**config.mk**
```make
export PLATFORM = sky130hd
export DESIGN_NAME = regfile_wb_arbiter
export DESIGN_NICKNAME = d
export VERILOG_FILES = /design/src/rtl/regfile_wb_arbiter.sv
export SDC_FILE = /design/constraint.sdc
export NUM_CORES = 1
export LEC_CHECK = 0
export CAP_MARGIN = 30
export CORE_UTILIZATION = 45
export CTS_CLUSTER_DIAMETER = 200
export DETAILED_ROUTE_END_ITERATION = 10
export PLACE_DENSITY = 0.82
export SLEW_MARGIN = 20
export SYNTH_ARGS = -nofsm -noshare
export SYNTH_HDL_FRONTEND = slang
export SYNTH_SLANG_ARGS = --single-unit
```
**constraint.sdc**
```tcl
create_clock -name clk -period 2.8 [get_ports clk]
set_input_delay 0.42 -clock clk [delete_from_list [all_inputs] [get_ports clk]]
set_output_delay 0.42 -clock clk [all_outputs]
set_load 0.01 [all_outputs]
```
**src/rtl/regfile_wb_arbiter.sv**
```systemverilog
// Register-file write-back arbiter.
// Merges the main pipeline write port with two buffered secondary requesters
// (mul-div and load-return) onto a single register-file write port.
//
// Ports:
//   clk, rst            clock and asynchronous active-low reset
//   p_we/p_waddr/p_wdata pipeline write-back (highest priority, never stalled here)
//   md_valid/md_ready, md_waddr/md_wdata   mul-div write request handshake
//   ld_valid/ld_ready, ld_waddr/ld_wdata   load-return write request handshake
//   we/waddr/wdata      register-file write port
//   stall_o             a buffered write has waited STARVE_LIMIT cycles or more
//   pend_mask           one bit per register with a buffered, unwritten write
module regfile_wb_arbiter #(
  parameter int unsigned STARVE_LIMIT = 4
) (
  input  logic        clk,
  input  logic        rst,
  input  logic        p_we,
  input  logic [4:0]  p_waddr,
  input  logic [31:0] p_wdata,
  input  logic        md_valid,
  output logic        md_ready,
  input  logic [4:0]  md_waddr,
  input  logic [31:0] md_wdata,
  input  logic        ld_valid,
  output logic        ld_ready,
  input  logic [4:0]  ld_waddr,
  input  logic [31:0] ld_wdata,
  output logic        we,
  output logic [4:0]  waddr,
  output logic [31:0] wdata,
  output logic        stall_o,
  output logic [31:0] pend_mask
);

  // Index 0 is the mul-div buffer, index 1 the load-return buffer.
  logic [1:0]        full_q, full_d;
  logic [1:0][4:0]   addr_q, addr_d;
  logic [1:0][31:0]  data_q, data_d;
  logic [1:0][3:0]   cnt_q, cnt_d;
  // Set when the mul-div entry is older than the load-return entry.
  logic              md_old_q, md_old_d;

  logic [1:0]        x_valid;
  logic [1:0][4:0]   x_addr;
  logic [1:0][31:0]  x_data;
  logic [1:0]        acc;
  logic [1:0]        grant;
  logic              p_win;
  logic              sel_md;

  assign x_valid = {ld_valid, md_valid};
  assign x_addr  = {ld_waddr, md_waddr};
  assign x_data  = {ld_wdata, md_wdata};

  assign md_ready = ~full_q[0];
  assign ld_ready = ~full_q[1];

  // Port selection and write-port drive.
  always_comb begin
    // Gating with rst keeps the write port quiet while reset is asserted.
    p_win  = rst & p_we & (p_waddr != 5'd0);
    sel_md = full_q[0] & (~full_q[1] | md_old_q);
    grant  = 2'b00;
    if (!p_win) begin
      if (sel_md) begin
        grant[0] = 1'b1;
      end else if (full_q[1]) begin
        grant[1] = 1'b1;
      end
    end

    we    = 1'b0;
    waddr = 5'd0;
    wdata = 32'd0;
    if (p_win) begin
      we    = 1'b1;
      waddr = p_waddr;
      wdata = p_wdata;
    end else if (grant[0]) begin
      we    = 1'b1;
      waddr = addr_q[0];
      wdata = data_q[0];
    end else if (grant[1]) begin
      we    = 1'b1;
      waddr = addr_q[1];
      wdata = data_q[1];
    end
  end

  // Buffer next state, starvation and pending mask.
  always_comb begin
    full_d    = full_q;
    addr_d    = addr_q;
    data_d    = data_q;
    cnt_d     = cnt_q;
    acc       = 2'b00;
    stall_o   = 1'b0;
    pend_mask = 32'd0;
    for (int i = 0; i < 2; i++) begin
      // Writes to r0 complete the handshake but are dropped.
      acc[i] = x_valid[i] & ~full_q[i] & (x_addr[i] != 5'd0);
      if (acc[i]) begin
        full_d[i] = 1'b1;
        addr_d[i] = x_addr[i];
        data_d[i] = x_data[i];
        cnt_d[i]  = 4'd0;
      end else if (grant[i]) begin
        full_d[i] = 1'b0;
        cnt_d[i]  = 4'd0;
      end else if (full_q[i] && (cnt_q[i] != 4'hf)) begin
        cnt_d[i] = cnt_q[i] + 4'd1;
      end
      if (full_q[i]) begin
        pend_mask = pend_mask | (32'd1 << addr_q[i]);
        if ({28'd0, cnt_q[i]} >= STARVE_LIMIT) begin
          stall_o = 1'b1;
        end
      end
    end

    // Only meaningful while both entries are full; an lone new entry
    // overwrites it harmlessly. Same-cycle acceptance leaves mul-div older.
    md_old_d = md_old_q;
    if (acc[1]) begin
      md_old_d = 1'b1;
    end else if (acc[0]) begin
      md_old_d = 1'b0;
    end
  end

  always_ff @(posedge clk or negedge rst) begin
    if (!rst) begin
      full_q   <= '0;
      addr_q   <= '0;
      data_q   <= '0;
      cnt_q    <= '0;
      md_old_q <= 1'b0;
    end else begin
      full_q   <= full_d;
      addr_q   <= addr_d;
      data_q   <= data_d;
      cnt_q    <= cnt_d;
      md_old_q <= md_old_d;
    end
  end

endmodule

```
# Yosys cells after proc, flatten, opt, wreduce, memory -nomap -nowiden
# Cells that the tools add are included.
# Widths: inputs -> output; s select.
[op_classes] n_shift=2 order_cmp=2 n_eq_ne=2 reduce_logical=10 mux=31 addsub=2 bitwise_logic=11
[op_table] cell="$mux 32" n=5
[op_table] cell="$shl 1x5->32 const A" n=2
[op_table] cell="$or 32x32->32" n=1
[op_table] cell="$mux 4" n=6
[op_table] cell="$mux 1" n=16
[op_table] cell="$mux 5" n=3
[op_table] cell="$reduce_bool 5->1" n=3
[op_table] cell="$add 4x1->4 const B" n=2
[op_table] cell="$ge 4x3->1 const B" n=2
[op_table] cell="$ne 4x4->1 const B" n=2
[op_table] cell="$and 1x1->1" n=7
[op_table] cell="$reduce_bool 2->1" n=3
[op_table] cell="$reduce_bool 3->1" n=2
[op_table] cell="$logic_and 1x1->1" n=2
[op_table] cell="$mux 2" n=1
[op_table] cell="$not 1->1" n=2
[op_table] cell="$or 1x1->1" n=1
[totals] inputBits=116 register_bits=85

# Depth between registers and ports, before layout
# Gate-level depths: netlist of the first run.
[depth] ltp_word=8 depth_mapped=6 ltp_nobuf=4

# Worst setup path before layout of the first run
# Ideal clock, no wire load.
[synth_path] path_type="input -> output" startpoint="in p_waddr[3]" endpoint="out waddr[4]" path_buffers=2 arrival_ns=1.634 setup_slack_ns=0.746 path_stages=5 path_cell_list="o311ai_0 buf_2 and2_1 buf_2 mux2_2"
[synth_between] elab_chain_cells=6
[synth_lines] item="start, declared" line_no="19" rtl="input logic [4:0] p_waddr,"
[synth_lines] item="$reduce_bool 5->1 *" line_no="62" rtl="p_win = rst & p_we & (p_waddr != 5'd0);"
[synth_lines] item="$and 1x1->1 *" line_no="62"
[synth_lines] item="$mux 2" line_no="65" rtl="if (!p_win) begin"
[synth_lines] item="$mux 5" line_no="84" rtl="end else if (grant[1]) begin"
[synth_lines] item="$mux 5" line_no="80" rtl="end else if (grant[0]) begin"
[synth_lines] item="$mux 5 *" line_no="76" rtl="if (p_win) begin"
[synth_lines] item="end, declared" line_no="30" rtl="output logic [4:0] waddr,"
# Every way passes the cells marked *; elsewhere a longest branch is shown, timed or not.

# Worst setup path in the final report of the first run
[layout_path] startpoint="in p_waddr[4]" endpoint="out waddr[4]"
[layout_between] elab_chain_cells=6
[layout_lines] item="$reduce_bool 5->1" line_no="62"
[layout_lines] item="$and 1x1->1" line_no="62"
[layout_lines] item="$mux 2" line_no="65"
[layout_lines] item="$mux 5" line_no="84"
[layout_lines] item="$mux 5" line_no="80"
[layout_lines] item="$mux 5 *" line_no="76"
# Marked as above.

==> results by group, run 1 <==
STA
  • Worst-margin pin slew: 596 ps
  • Setup WS post-layout: 58.9 ps
  • Fin. Hold Viols: 0
  • Slew Viols, Final: 0
  • Final min period: 2740 ps
  • Skew final: 7.57 ps
  • Maximum clock rate: 365 MHz
  • Slew headroom: 60.3%
  • Final setup fails: 0
  • Final period util: 97.9%
  • RSZ-0062 raised after global routing: true

Global routing
  • Overflow left after global routing: 0
  • Initial antenna violation count: 0
  • Number of global-route vias before repair: 4,775
  • All-Layer GR Usage: 28.5%
  • First-pass GRT wire length: 25,000 microns
  • Largest net degree at the start of global routing: 47

Worst setup path
  • WP buf/inv: 4
  • Critical Path AT: 2320 ps
  • Max stage delay on crit path: 440 ps
  • Critical Path Source Type: input port
  • FF-to-FF Start: full_q[0]
  • CP startpoint: p_waddr[4]
  • Worst path slowest cell: clkdlybuf4s50_1
  • Crit path capture type: output port
  • Crit Path Max Fanout: 5
  • Worst path most repeated cell: buf_6
  • Worst path top cell family by delay: buffers and inverters
  • Critical path class: input port to output port
  • Crit-path cells: clkdlybuf4s50_1 > o311ai_2 > buf_6 > and2_4 > buf_6 > mux2_2 > dlygate4sd2_1
  • Worst path required time: 2380 ps

Floorplan
  • Initial Util: 47.1%
  • DIE AREA: 11,400 sq um
  • Floorplan row count: 37
  • DIE WIDTH: 107 microns
  • I/O pin count: 189
  • Core ar.: 10,500 sq um
  • Die height: 107 microns

Clock tree
  • CTS Root Cell: clkbuf_8
  • Clock sink count: 85
  • CTS buffer count: 9
  • Clock-pin slew on the worst setup and hold paths: 70 ps
  • H-tree depth: 3
  • CTS max path bufs: 2
  • CTS tree: done
  • Hold buffers post-CTS: 0
  • Clk_lat worst skew: 360 ps

Drt
  • Detailed Routing Iterations Pass 1: 5
  • Remaining antenna violation count after routing: 0
  • Drt first-iter violations: 315
  • Drt drc: 0
  • Drt via density: 6.12
  • Final WL: 16,500 microns
  • WL/cell: 21.3 microns
  • Vias: 4,728

Finish
  • Final instance area: 7350 sq um
  • Most frequent cells in the layout: 165 x clkdlybuf4s50_1, 84 x dfrtp_1, 68 x a21oi_1
  • Final net count: 752
  • Ant. Diodes: 0
  • Layout cells sized above 1: 22.1%
  • Leading cell type in the layout, fill and taps excluded: clkdlybuf4s50_1
  • Layout area overhead: 48.4%

Logic synthesis
  • Fraction of registers with async set/reset: 100%
  • Syn Nets: 566
  • Number of distinct library cells after synthesis: 46
  • Synth Instances: 448
  • Ys flop type: dfrtp_1
  • Register area share after synthesis: 43.0%
  • Post-synthesis register bit count: 85
  • EDFF count, synth: 0
  • Synthesized cell area: 4950 sq um
  • Syn_area_per_cell: 11.1 sq um
  • Yosys warns: 0

Status
  • Status: finished, final reports clean

Placement
  • Place WS: -115 ps
  • Placed cell area: 7040 sq um
  • HPWL Detailed: 11,500 microns
  • Number of port buffers: 188
  • Placer Congestion: 0.895

Run
  • Max-Cap Viols: 0

Pwr
  • Power density cells: 994 nW/um^2
  • Pwr Total: 0.00730 W
  • Max VDD drop: 0.000581 V
  • Leakage: 3.04 nW

Min path
  • Hold/Removal Path Class: input port to async pin
[through the flow]
step                util (%)  TNS (ps)  hold slack [ps]  cells
floorplan                  -         0              124    448
global placement        66.8      -405              491    754
detailed placement      67.0      -804              497    755
CTS                     68.8         0              226    769
global route            69.9     -69.4              255    773
finish                  69.9         0              201    773
[where the power goes]
part | switching (W) | internal [W]
combinational | 0.00186 | 0.00222
sequential | 0.000557 | 0.00183
clock | 0.000417 | 0.000427
[registers in the layout, indices dropped and copies added (netlist names)]
signal    count
md_old_q      1
full_q        2
cnt_q         8
data_q       64
addr_q       10
[path summary, 6_finish.rpt]
kind / cells after the start / slack [ps] / to
setup / recovery: 7 / 60 / waddr[4]
hold / removal: 2 / 200 / data_q[12]
setup reg to reg: 4 / 1050 / cnt_q[0]
hold reg to reg: 1 / 520 / data_q[34]
max in group asynchronous: 3 / 1980 / cnt_q[4]
min in group clk: 1 / 520 / data_q[34]
[worst register-to-register path: stages, from the launching register on]
cell and delay (ps):
dfrtp_1 460, buf_4 280, clkinvlp_4 250, or3_1 430, a211oi_1 240
[cells in the mapped netlist (9+ instances only)]
cell type	instances	area share [%]
mux2_2	22	5.0
or2_2	9	1.1
clkbuf_1	25	1.9
a32oi_1	33	5.8
o22ai_1	30	3.8
mux2_4	51	15
nand2_1	14	1.1
nand2b_1	9	1.1
nand3_1	10	1.0
dfrtp_1	85	43
a21oi_1	69	7.0
o21ai_0	10	1.0
[logic make-up (layout without fill, tap and decap cells)]
kind of cell,Yosys count,after routing,synth area share (%)
AO/OA/AOI/OAI,168,168,21.7
flip-flops,85,85,43.0
AND/OR/NAND/NOR,75,75,9.25
multiplexers,73,73,20.5
buffers and inverters,45,234,5.16
adder cells (fa/ha/maj),2,2,0.505
[area by class of cell]
type | instances | area (sq um)
multi-input cells | 318 | 2600
inverters | 2 | 11.3
clock buffers | 12 | 145
flip-flops and latches | 85 | 2130
repair buffers | 218 | 2260
well taps | 136 | 170
fillers | 768 | 3160
clock inverters | 2 | 35.0
[timing repair]
item	CTS	global route
resized for setup	17	20
setup buffers	0	2
pin swaps	0	2
gates cloned	0	2
endpoints found under the setup margin	39	32
[layer usage]
metal  GRT usage, %  routed length, microns  up-vias
li1               -                       -     2102
met3           5.90                    1300       39
met4           12.9                     548        0
met1           33.9                    6620     2317
met2           49.5                    8020      270
met5              0                       0        -
Power figures use the tool's default switching activity.
==> inputs of run 2 (changes only) <==
CAP_MARGIN = default   (was 30)
CELL_PAD_IN_SITES_DETAIL_PLACEMENT = 1   (was default)
CELL_PAD_IN_SITES_GLOBAL_PLACEMENT = 2   (was default)
CORE_UTILIZATION = 29   (was 45)
PLACE_DENSITY = default   (was 0.82)
PLACE_DENSITY_LB_ADDON = 0.1   (was default)
==> run 2 against run 1 <==
Sequential power about the same. Cell count up 11%. Design area up 2.3%. Clock skew up 4.5 ps. Worst hold slack worse by 98 ps. First-iteration DRC count down 38%. Largest cell class unchanged. Largest power group unchanged.
==> results by group, run 2 (synthesis results as in run 1) <==
Worst setup path
  • FF-to-FF Start: full_q[1]
  • Critical Path AT: 2290 ps (-30 ps)
  • Critical path class: input port to output port
  • Worst setup path endpoint: waddr[4]
  • Crit Path Max Fanout: 3 (-2)
  • R2R depth: 5 (+1)
  • Critical Path Source Type: input port
  • CP startpoint: p_waddr[3]
  • Worst path required time: 2380 ps (about the same)
  • FF-to-FF End: data_q[38]
  • Reg2reg setup slack: 890 ps (-160 ps)
  • Crit path capture type: output port

Status
  • Status: finished, final reports clean

Floorplan
  • Floorplan row count: 47 (+27%)
  • DIE AREA: 17,600 sq um (+54%)
  • Initial Util: 29.7% (-17 points)
  • Die height: 133 microns (+24%)
  • DIE WIDTH: 133 microns (+24%)
  • I/O pin count: 189 (unchanged)
  • Core ar.: 16,600 sq um (+58%)

Finish
  • Leading cell type in the layout, fill and taps excluded: clkdlybuf4s50_1
  • Layout cells sized above 1: 21.6% (-0.56 points)
  • Layout area overhead: 51.9%
  • Fin util: 45.2% (-25 points)
  • Biggest register: data_q
  • Ant. Diodes: 0 (unchanged)
  • Most frequent cells in the layout: 147 x clkdlybuf4s50_1, 84 x dfrtp_1, 69 x a21oi_1
  • Final net count: 748 (-0.53%)
  • Max FFs per register: 64 (unchanged)
  • Top flop regs: data_q x64, addr_q x10, cnt_q x8
  • Fin cells: 855 (+11%)
  • Fillers: 1,784 (+130%)

Placement
  • Number of port buffers: 188 (unchanged)
  • HPWL Detailed: 12,300 microns (+6.4%)
  • Placer Congestion: 0.862 (-3.8%)
  • Placed Cells: 835 (+11%)

STA
  • Fin. Hold Viols: 0 (unchanged)
  • Slew headroom: 41.2% (-19 points)
  • Final period util: 96.8% (-1.1 points)
  • RSZ-0062 raised after global routing: false
  • Worst-margin pin slew: 883 ps (+287 ps)
  • Final setup fails: 0 (unchanged)
  • Skew final: 12.1 ps (+4.49 ps)
  • Slew Viols, Final: 0 (unchanged)
  • TNS Setup: 0 ps (unchanged)
  • Maximum clock rate: 369 MHz (+1.1%)
  • Final min period: 2710 ps (-29.9 ps)

Drt
  • Drt first-iter violations: 194 (-38%)
  • Final WL: 17,700 microns (+7.3%)
  • Drt drc: 0 (unchanged)
  • Drt via density: 5.36 (-12%)
  • Vias: 4,582 (-3.1%)
  • Detailed Routing Iterations Pass 1: 4 (-1)
  • Remaining antenna violation count after routing: 0 (unchanged)
  • WL/cell: 20.7 microns (-3.0%)

Clock tree
  • Clk_lat worst skew: 340 ps (-20 ps)
  • CTS tree: done
  • H-tree depth: 3 (unchanged)
  • Clock-pin slew on the worst setup and hold paths: 60 ps (about the same)
  • CTS buffer count: 9 (unchanged)
  • Clock sink count: 85 (unchanged)
  • CTS Root Cell: clkbuf_16
  • CTS max path bufs: 2 (unchanged)

Global routing
  • Initial antenna violation count: 0 (unchanged)
  • All-Layer GR Usage: 20.0% (-8.5 points)
  • Overflow left after global routing: 0 (unchanged)
  • Largest net degree at the start of global routing: 67 (+43%)
  • Number of global-route vias before repair: 4,975 (+4.2%)
  • First-pass GRT wire length: 27,500 microns (+10%)

Run
  • Max-Cap Viols: 0 (unchanged)

Pwr
  • Max VDD drop: 0.000354 V (-39%)
  • Leakage: 3.22 nW (+5.9%)
  • Power density cells: 993 nW/um^2 (about the same)

Min path
  • Hold/Removal Path Class: input port to async pin
[run 2: cell count changes in the layout (fill, tap and decap cells not counted), sizes merged]
cell | before | now
dlymetal6s2s | 12 | 28
inv | 1 | 2
dlygate4sd2 | 10 | 12
clkdlybuf4s50 | 165 | 147
bufinv | 1 | 0
clkinvlp | 1 | 3
buf | 29 | 25
[run 2: final cells by class]
type / instances / area [sq um] / area share, %
clock buffers: 12 / 246 / 3.28
clock inverters: 4 / 31.3 / 0.416
inverters: 2 / 7.51 / 0.0999
multi-input cells: 318 / 2600 / 34.5
flip-flops and latches: 85 / 2130 / 28.3
well taps: 220 / 275 / 3.66
repair buffers: 214 / 2230 / 29.7
[run 2: critical path, stage by stage]
cell and delay (ps):
clkdlybuf4s50_1 440, o311ai_2 330, and2_2 270, mux2_2 350, clkdlybuf4s50_1 480
[run 2: what timing repair did]
action	4_1_cts	5_1_grt
resized for setup	12	32
setup buffers	0	2
endpoints found under the setup margin	13	39
cloned	0	2
hold buffers	0	0
hold endpoints to repair	0	0
pin swaps	0	1
[run 2: how the worst min path moves through the flow]
stage	start	endpoint
3_5_place_dp	rst	addr_q[9]
2_1_floorplan	rst	addr_q[0]
3_3_place_gp	rst	addr_q[6]
4_1_cts	rst	addr_q[5]
5_1_grt	rst	data_q[41]
6_report	rst	addr_q[5]
[run 2: layer usage]
metal  global-route usage (%)  vias to the layer above  part of all wire (%)
li1                         -                     2088                     -
met1                     25.2                     2306                    44
met2                     33.2                      176                    47
met3                     6.25                       12                   7.3
met4                     4.73                        0                   1.1
met5                        0                        -                     0
[run 2: metrics by stage]
stage | setup WS [ps] | area, sq um | hold WS (ps) | power [W]
after floorplan | 746 | 4950 | 124 | 0.00471
after global placement | -2.66 | 7120 | 452 | 0.00639
after detailed placement | -32.5 | 7120 | 456 | 0.00647
after CTS | -59.3 | 7390 | 90.0 | 0.00758
after global routing | 14.8 | 7520 | 105 | 0.00797
final | 88.8 | 7520 | 103 | 0.00746
[run 2: where the power goes]
group | switching [W] | internal [W] | leakage [nW]
clock | 0.000498 | 0.000630 | 0.125
sequential | 0.000557 | 0.00183 | 1.01
combinational | 0.00181 | 0.00214 | 2.08
==> inputs of run 3 (changes only) <==
CORE_UTILIZATION = 42   (was 29)
CTS_CLUSTER_DIAMETER = default   (was 200)
DONT_BUFFER_PORTS = 1   (was default)
==> run 3 against run 2 <==
Design area decreased by 29%. First-iteration DRC count increased by 5.2%. Register-to-register slack got worse by 110 ps. Critical endpoint is now wdata[27]. Critical path type is now flip-flop to output port. Global-route usage increased by 3.7 points. Clock skew about the same. Via count decreased by 18%. Routed wire length decreased by 20%. Critical path depth unchanged. Clock power increased by 4%. Maximum frequency increased by 3.7%. Cell count decreased by 32%. Core utilization increased by 1.6 points.
==> results by group, run 3 (synthesis results as in run 1) <==
Status
  • Status: finished, final reports clean

Finish
  • Most frequent cells in the layout: 84 x dfrtp_1, 69 x a21oi_1, 51 x mux2_4
  • Max FFs per register: 64 (unchanged)
  • Layout area overhead: 8.24%
  • Fin cells: 580 (-32%)
  • Layout cells sized above 1: 28.6% (+7.0 points)
  • Ant. Diodes: 0 (unchanged)
  • Leading cell type in the layout, fill and taps excluded: dfrtp_1
  • Biggest register: data_q
  • Fillers: 1,209 (-32%)
  • Top flop regs: data_q x64, addr_q x10, cnt_q x8
  • Final net count: 551 (-26%)
  • Final instance area: 5360 sq um (-29%)

Clock tree
  • CTS resizes: 0 (-12)
  • CTS Root Cell: clkbuf_16
  • Clock-pin slew on the worst setup and hold paths: 60 ps (about the same)
  • H-tree depth: 3 (unchanged)
  • CTS max path bufs: 2 (unchanged)
  • CTS tree: done
  • CTS buffer count: 9 (unchanged)
  • Clock sink count: 85 (unchanged)
  • Clk_lat worst skew: 340 ps (about the same)

STA
  • Final setup fails: 0 (unchanged)
  • Maximum clock rate: 382 MHz (+3.7%)
  • TNS Setup: 0 ps (unchanged)
  • Final period util: 93.4% (-3.4 points)
  • Skew final: 12.2 ps (+0.142 ps)
  • Worst-margin pin slew: 696 ps (-187 ps)
  • RSZ-0062 raised after global routing: false
  • Final min period: 2610 ps (-96.5 ps)
  • Fin Hold WS: 1.46 ps (-101 ps)
  • Fin. Hold Viols: 0 (unchanged)
  • Slew Viols, Final: 0 (unchanged)
  • Slew headroom: 53.6% (+12 points)

Worst setup path
  • Crit path capture type: output port
  • Max stage delay on crit path: 650 ps (+170 ps)
  • Critical Path AT: 2190 ps (-100 ps)
  • Crit-path cells: nand2b_1 > buf_4 > a32oi_1 > a21oi_1 > buf_4
  • Critical path class: flip-flop to output port
  • WP buf/inv: 2 (unchanged)
  • Crit Path Max Fanout: 18 (+15)
  • CP startpoint: full_q[1]
  • FF-to-FF Start: full_q[1]
  • Worst path top cell family by delay: flip-flops
  • Critical Path Source Type: flip-flop
  • Worst path required time: 2380 ps (about the same)
  • Worst path slowest cell: dfrtp_1
  • Worst path most repeated cell: buf_4

Placement
  • Placed Cells: 564 (-32%)
  • HPWL Detailed: 9460 microns (-23%)
  • Number of port buffers: 0 (-100%)
  • Placer Congestion: 0.814 (-5.5%)
  • Placed cell area: 5040 sq um (-29%)

Drt
  • Drt first-iter violations: 204 (+5.2%)
  • Drt via density: 6.47 (+21%)
  • Detailed Routing Iterations Pass 1: 4 (unchanged)
  • WL/cell: 24.3 microns (+18%)
  • Vias: 3,751 (-18%)
  • Final WL: 14,100 microns (-20%)
  • Remaining antenna violation count after routing: 0 (unchanged)
  • Drt drc: 0 (unchanged)

Floorplan
  • DIE WIDTH: 111 microns (-17%)
  • Die height: 111 microns (-17%)
  • Core ar.: 11,500 sq um (-31%)
  • I/O pin count: 189 (unchanged)
  • DIE AREA: 12,200 sq um (-31%)
  • Floorplan row count: 39 (-17%)
  • Initial Util: 43.2% (+13 points)

Global routing
  • First-pass GRT wire length: 22,700 microns (-17%)
  • Number of global-route vias before repair: 3,908 (-21%)
  • All-Layer GR Usage: 23.7% (+3.7 points)
  • Overflow left after global routing: 0 (unchanged)
  • Largest net degree at the start of global routing: 86 (+28%)
  • Initial antenna violation count: 0 (unchanged)

Run
  • Max-Cap Viols: 0 (unchanged)

Pwr
  • Max VDD drop: 0.000558 V (+58%)
  • Leakage: 2.13 nW (-34%)
  • Power density cells: 1230 nW/um^2 (+24%)
  • Pwr Total: 0.00661 W (-11%)

Min path
  • Hold/Removal Path Class: input port to async pin
[run 3: cell types whose count changed in the layout (fill, tap and decap cells not counted), moves of 2 or more]
cell / delta
buf_4: -4
buf_12: -4
clkbuf_16: -2
clkbuf_1: -2
clkinv_2: +3
dlygate4sd2_1: -12
dlymetal6s2s_1: -28
clkdlybuf4s50_1: -147
clkinvlp_4: -3
[run 3: path summary, 6_finish.rpt]
kind	slack [ps]	depth (start not counted)	endpoint
worst max-delay path	190	5	wdata[27]
worst min-delay path	1	1	md_old_q
worst max register to register	780	3	data_q[32]
worst min register to register	510	1	data_q[35]
max in group asynchronous	2480	1	cnt_q[7]
min in group clk	220	1	data_q[16]
[run 3: power breakdown]
group	internal, W	switching [W]	total (W)
clock	0.000686	0.000486	0.00117
sequential	0.00183	0.000601	0.00243
combinational	0.00144	0.00158	0.00302
[run 3: per-stage QoR]
step / utilization [%] / setup slack, ps
finish: 46.7 / 185
detailed placement: 43.9 / 433
floorplan: - / 746
global route: 46.7 / 29.1
global placement: 43.9 / 507
CTS: 46.7 / 159
[run 3: final cells by class]
type / instances / area (sq um) / share of cell area, %
multi-input cells: 318 / 2600 / 48.4
flip-flops and latches: 85 / 2130 / 39.7
clock buffers: 9 / 225 / 4.20
well taps: 143 / 179 / 3.34
repair buffers: 17 / 160 / 2.99
clock inverters: 6 / 62.6 / 1.17
inverters: 2 / 7.51 / 0.140
[run 3: worst register-to-register path, stage by stage, from the launching register on]
cell and delay [ps]:
dfrtp_1 560, nor2b_1 300, o21a_4 610, mux2_2 440
[run 3: repair_timing]
item	4_1_cts	5_1_grt
hold endpoints to repair	85	0
hold buffers	1	0
buffers inserted	0	0
setup endpoints to repair	0	0
[run 3: metal layers]
layer | vias to the layer above | global-route usage [%] | wire (microns)
li1 | 1706 | - | -
met1 | 1896 | 31.8 | 6270
met2 | 130 | 37.9 | 6760
met3 | 19 | 6.04 | 794
met4 | 0 | 6.40 | 282
met5 | - | 0 | 0
